## src/rtl/note_pkg.sv

```systemverilog
// Shared definitions for the note RAM sequencer: word geometry, end-of-song
// marker and the sequencer state encoding.
package note_pkg;

  localparam int DATA_W       = 32;
  localparam int ADDR_W       = 6;
  localparam int END_FLAG_BIT = DATA_W - 1;

  localparam logic [DATA_W-1:0] END_MARK = {1'b1, {(DATA_W-1){1'b0}}};

  typedef enum logic [2:0] {
    IDLE,
    P_WAIT,
    P_RD,
    P_CAP,
    R_WAIT,
    R_END
  } seq_state_e;

endpackage

```

## src/rtl/note_sequencer.sv

```systemverilog
// Tempo-driven master for the note RAM: plays one word per tick into note_out,
// or records one captured note per tick, terminating a recording with an end marker.
module note_sequencer #(
  parameter int ADDR_W = note_pkg::ADDR_W,
  parameter int DATA_W = note_pkg::DATA_W
) (
  input  logic              clk,
  input  logic              reset,
  input  logic              tick,
  input  logic              play,
  input  logic              record,
  input  logic              stop,
  input  logic              loop_en,
  input  logic [DATA_W-2:0] rec_note,
  input  logic [DATA_W-1:0] ram_rdata,
  output logic [ADDR_W-1:0] ram_addr,
  output logic              ram_wren,
  output logic [DATA_W-1:0] ram_wdata,
  output logic [DATA_W-2:0] note_out,
  output logic              note_valid,
  output logic              playing,
  output logic              recording,
  output logic              done
);

  import note_pkg::*;

  localparam logic [ADDR_W-1:0] ADDR_LAST = {ADDR_W{1'b1}};
  localparam logic [DATA_W-1:0] END_WORD  = {1'b1, {(DATA_W-1){1'b0}}};

  seq_state_e        state_q, state_d;
  logic [ADDR_W-1:0] addr_q, addr_d;
  logic              wren_q, wren_d;
  logic [DATA_W-1:0] wdata_q, wdata_d;
  logic [DATA_W-2:0] note_q, note_d;
  logic              note_valid_q, note_valid_d;
  logic              done_q, done_d;
  logic [ADDR_W-1:0] wr_addr;

  always_comb begin
    // NOTE: every signal gets a default before the case so no latch is inferred.
    state_d      = state_q;
    addr_d       = addr_q;
    wren_d       = 1'b0;
    wdata_d      = wdata_q;
    note_d       = note_q;
    note_valid_d = 1'b0;
    done_d       = 1'b0;
    // A write just issued keeps its address for that cycle; the bump lands one cycle later.
    wr_addr      = wren_q ? addr_q + 1'b1 : addr_q;

    unique case (state_q)
      IDLE: begin
        if (play) begin
          addr_d  = '0;
          state_d = P_WAIT;
        end else if (record) begin
          addr_d  = '0;
          state_d = R_WAIT;
        end
      end

      P_WAIT: begin
        if (stop) begin
          note_d  = '0;
          state_d = IDLE;
        end else if (tick) begin
          state_d = P_RD;
        end
      end

      P_RD: begin
        if (stop) begin
          note_d  = '0;
          state_d = IDLE;
        end else begin
          state_d = P_CAP;
        end
      end

      P_CAP: begin
        if (stop) begin
          note_d  = '0;
          state_d = IDLE;
        end else if (ram_rdata[DATA_W-1]) begin
          // Restarting from a non-zero address rereads word 0 within the same tick.
          if (loop_en && (addr_q != '0)) begin
            addr_d  = '0;
            state_d = P_RD;
          end else begin
            note_d  = '0;
            done_d  = 1'b1;
            state_d = IDLE;
          end
        end else begin
          note_d       = ram_rdata[DATA_W-2:0];
          note_valid_d = 1'b1;
          if ((addr_q == ADDR_LAST) && !loop_en) begin
            done_d  = 1'b1;
            state_d = IDLE;
          end else begin
            addr_d  = addr_q + 1'b1;
            state_d = P_WAIT;
          end
        end
      end

      R_WAIT: begin
        addr_d = wr_addr;
        if (stop) begin
          state_d = R_END;
        end else if (tick) begin
          wren_d  = 1'b1;
          wdata_d = {1'b0, rec_note};
          if (wr_addr == ADDR_LAST) begin
            done_d  = 1'b1;
            state_d = IDLE;
          end
        end
      end

      R_END: begin
        wren_d  = 1'b1;
        wdata_d = END_WORD;
        state_d = IDLE;
      end

      default: state_d = IDLE;
    endcase
  end

  always_ff @(posedge clk) begin
    // NOTE: sequential state is updated with non-blocking assignments only.
    if (reset) begin
      state_q      <= IDLE;
      addr_q       <= '0;
      wren_q       <= 1'b0;
      wdata_q      <= '0;
      note_q       <= '0;
      note_valid_q <= 1'b0;
      done_q       <= 1'b0;
    end else begin
      state_q      <= state_d;
      addr_q       <= addr_d;
      wren_q       <= wren_d;
      wdata_q      <= wdata_d;
      note_q       <= note_d;
      note_valid_q <= note_valid_d;
      done_q       <= done_d;
    end
  end

  assign ram_addr   = addr_q;
  assign ram_wren   = wren_q;
  assign ram_wdata  = wdata_q;
  assign note_out   = note_q;
  assign note_valid = note_valid_q;
  assign done       = done_q;
  assign playing    = (state_q == P_WAIT) || (state_q == P_RD) || (state_q == P_CAP);
  assign recording  = (state_q == R_WAIT) || (state_q == R_END);

endmodule

```

## config.mk

```make
export PLATFORM = sky130hd
export DESIGN_NAME = note_sequencer
export DESIGN_NICKNAME = d
export VERILOG_FILES = /design/src/rtl/note_pkg.sv /design/src/rtl/note_sequencer.sv
export SDC_FILE = /design/constraint.sdc
export NUM_CORES = 1
export LEC_CHECK = 0
export BUFFER_PORTS_ARGS = -buffer_cell sky130_fd_sc_hd__buf_4
export CAP_MARGIN = 20
export CORE_ASPECT_RATIO = 0.9
export CORE_MARGIN = 5
export CORE_UTILIZATION = 46
export DETAILED_ROUTE_END_ITERATION = 10
export HOLD_SLACK_MARGIN = 0.06
export PLACE_DENSITY = 0.8
export RECOVER_POWER = 100
export SETUP_SLACK_MARGIN = 0.5
export SLEW_MARGIN = 20
export SYNTH_ARGS = -nofsm -noshare
export SYNTH_HDL_FRONTEND = slang
export SYNTH_SLANG_ARGS = --single-unit
```

## constraint.sdc

```tcl
create_clock -name clk -period 2.5 [get_ports clk]
set_input_delay 0.125 -clock clk [delete_from_list [all_inputs] [get_ports clk]]
set_output_delay 0.125 -clock clk [all_outputs]
set_load 0.05 [all_outputs]
```

==> reports/metrics.csv <==
metric,value,unit
min_period_over_period,87.3,%
top_layer,met4,
slew_headroom,56.2,%
clock-root-buffer,clkbuf_8,
critPathSlowestCell,or4_1,
antenna_found_initial,0,
ys_warn_count,0,
drv_slew,0,
via_per_inst,5.37,
crit_fanout,8,
die_x,94.4,µm
layout-drive-gt1-share,20.2,%
diodes,0,
rsz0062_at_grt,yes,
skew,4.57,ps
grt_overflow,0,
met1Wirelength,4390,µm
route.met2.wl,5250,µm
syn_inst,330,
num_rows,27,
powerDensity,538,nW/µm²
syn_to_final_growth,59.4,%
drt_first_iter_violations,161,
wl_per_cell,17.2,µm
dr.pass1.iters,4,
crit_family,compound AO/OA/AOI/OAI gates,
cp-end-kind,flop,
routed_wl,10800,µm
maxCapViolCount,0,
cp_data_required_time,2730,ps
setup_tns,0,ps
synth_top_area_share,50.9,%
final_cell_mix,"buf_4 (77), clkbuf_1 (73), dfxtp_1 (68)",
cts_tree,done,
synth-seq-area-share,50.9,%
num_vias,3360,
synthArstFlopShare,0,%
crit_chain,or4_1 > o211a_2 > a221oi_4 > buf_12 > nor2_1 > a22o_1,
syn-num-nets,402,
cts_htree_levels,3,
min_path_type,input pin to flop,
first_global_vias,3336,
fp.coreArea,6180,µm²
worstMarginPinSlew,660,ps
numClockSinks,75,
grt_max_degree,34,
max_freq,0.458,GHz
drtAntennaViolNets,0,
clk_pin_slew,80,ps
port_buffers,143,
start_util,47.7,%
place.gp.congestion,0.864,
layoutNonFillerInstCount,626,
hold_viol_final,0,
cts_buffers,9,
yosys.area.top_type,dfxtp_1,
synth_edf_count,0,
start_kind,flop,
dp_cells,541,
die_y,86.0,µm
leakagePower,0.00185,µW
die_area,8120,µm²
grt_usage,26.7,%
dp_hpwl,6190,µm
ir_drop,0.342,mV
worstPathArrival,2410,ps
setup_viol,0,
clk_latency,340,ps
cp_num_buf_inv,1,
status,completed,
avgSynthCellArea,8.94,µm²
final_nets,606,
cts_buffer_depth,2,
ys.flop_type,dfxtp_1,
ys_ff_latch,75,
critical_path_class,flop to flop,
io_pins,144,
drc_errors,0,
grt_pass1_wl,17100,µm
hold-worst-slack,121,ps
syn_area,2950,µm²
fin_crit,2180,ps
slowest_delay,570,ps
synthTopCellsByArea,"dfxtp_1 (51%), a22o_1 (9.2%), nand2_1 (6.9%), a21oi_1 (6.8%), nand3_1 (3.7%)",
met3_length,1020,µm
synthDistinctLibCells,44,
layout_commonest_cell,buf_4,
## sequential cells by signal, indices dropped and copies added (netlist names)
| signal | cells |
|---|---|
| note_valid | 1 |
| ram_wdata | 32 |
| state_q | 3 |
| done | 1 |
| ram_addr | 6 |
| note_out | 31 |
| ram_wren | 1 |
## worst paths after layout
path,slack [ps],end,from,cells after the start
max reg2reg,320,note_out[3],ram_addr[3],6
min,120,state_q[1],stop,3
max,320,note_out[3],ram_addr[3],6
min reg2reg,460,ram_wdata[11],ram_wdata[11],2
## Yosys cell counts, types with 2 or more instances
cell and instances:
dfxtp_1 75, nand2_1 54, a21oi_1 40, a22o_1 31
nand3_1 22, clkbuf_1 21, o21ai_0 11, inv_1 9
nor3_1 7, nor2_1 6, a31oi_1 4, o22ai_1 4
a211oi_1 3, and3_1 3, and4_1 3, buf_6 3
nand2b_1 3, ha_1 2, nor3b_1 2, nor4_1 2
o21a_1 2
## where the power goes
group	internal [µW]	switching, µW	leakage [µW]
clock	520	458	0.000111
combinational	174	159	0.00113
sequential	1200	17.4	0.000609
## metrics by stage
step | worst slack, ps | cell area [µm²] | total power [µW] | utilization [%]
floorplan | 509 | 2970 | 1370 | -
global placement | 321 | 4090 | 1480 | 66.1
detailed placement | 411 | 4090 | 1490 | 66.2
CTS | 448 | 5010 | 2560 | 81.1
global route | 217 | 4700 | 2650 | 76.1
finish | 319 | 4700 | 2530 | 76.1
## routing by layer
layer  global-route usage [%]  vias up
met5                        0        -
met4                     7.48        0
met3                     10.1       16
met2                     45.0      160
met1                     31.8     1580
li1                         -     1604
## kinds of logic (layout without fill, tap and decap cells)
| family | count (synthesis) | in the layout | synth area share [%] |
|---|---|---|---|
| AOI/OAI and AO/OA | 108 | 108 | 24.8 |
| xor gates and xnor gates | 1 | 1 | 0.297 |
| adders and majority gates | 2 | 2 | 0.848 |
| buffers and inverters | 33 | 239 | 4.96 |
| DFF | 75 | 75 | 50.9 |
| and+or+nand+nor | 111 | 114 | 18.2 |
## worst register-to-register path, stage by stage, from the launching register on
cell	delay [ps]
dfxtp_4	350
or4_1	570
o211a_2	300
a221oi_4	300
buf_12	150
nor2_1	130
a22o_1	270
## what timing repair did
item / 4_1_cts / 5_1_grt
resized for setup: 5 / 6
gates cloned: 2 / 1
setup buffers: 4 / 0
setup endpoints to repair: 35 / 70
endpoints found under the hold margin: 62 / 0
pin swaps: 26 / 10
hold buffers: 62 / 0
## area by class of cell
| cell class | instances | area [µm²] |
|---|---|---|
| flip-flops and latches | 75 | 1520 |
| fillers | 476 | 1480 |
| clock inverters | 6 | 62.6 |
| repair buffers | 214 | 1500 |
| clock buffers | 10 | 149 |
| multi-input cells | 225 | 1330 |
| inverters | 9 | 33.8 |
| well taps | 87 | 109 |
Power figures use the tool's default switching activity.
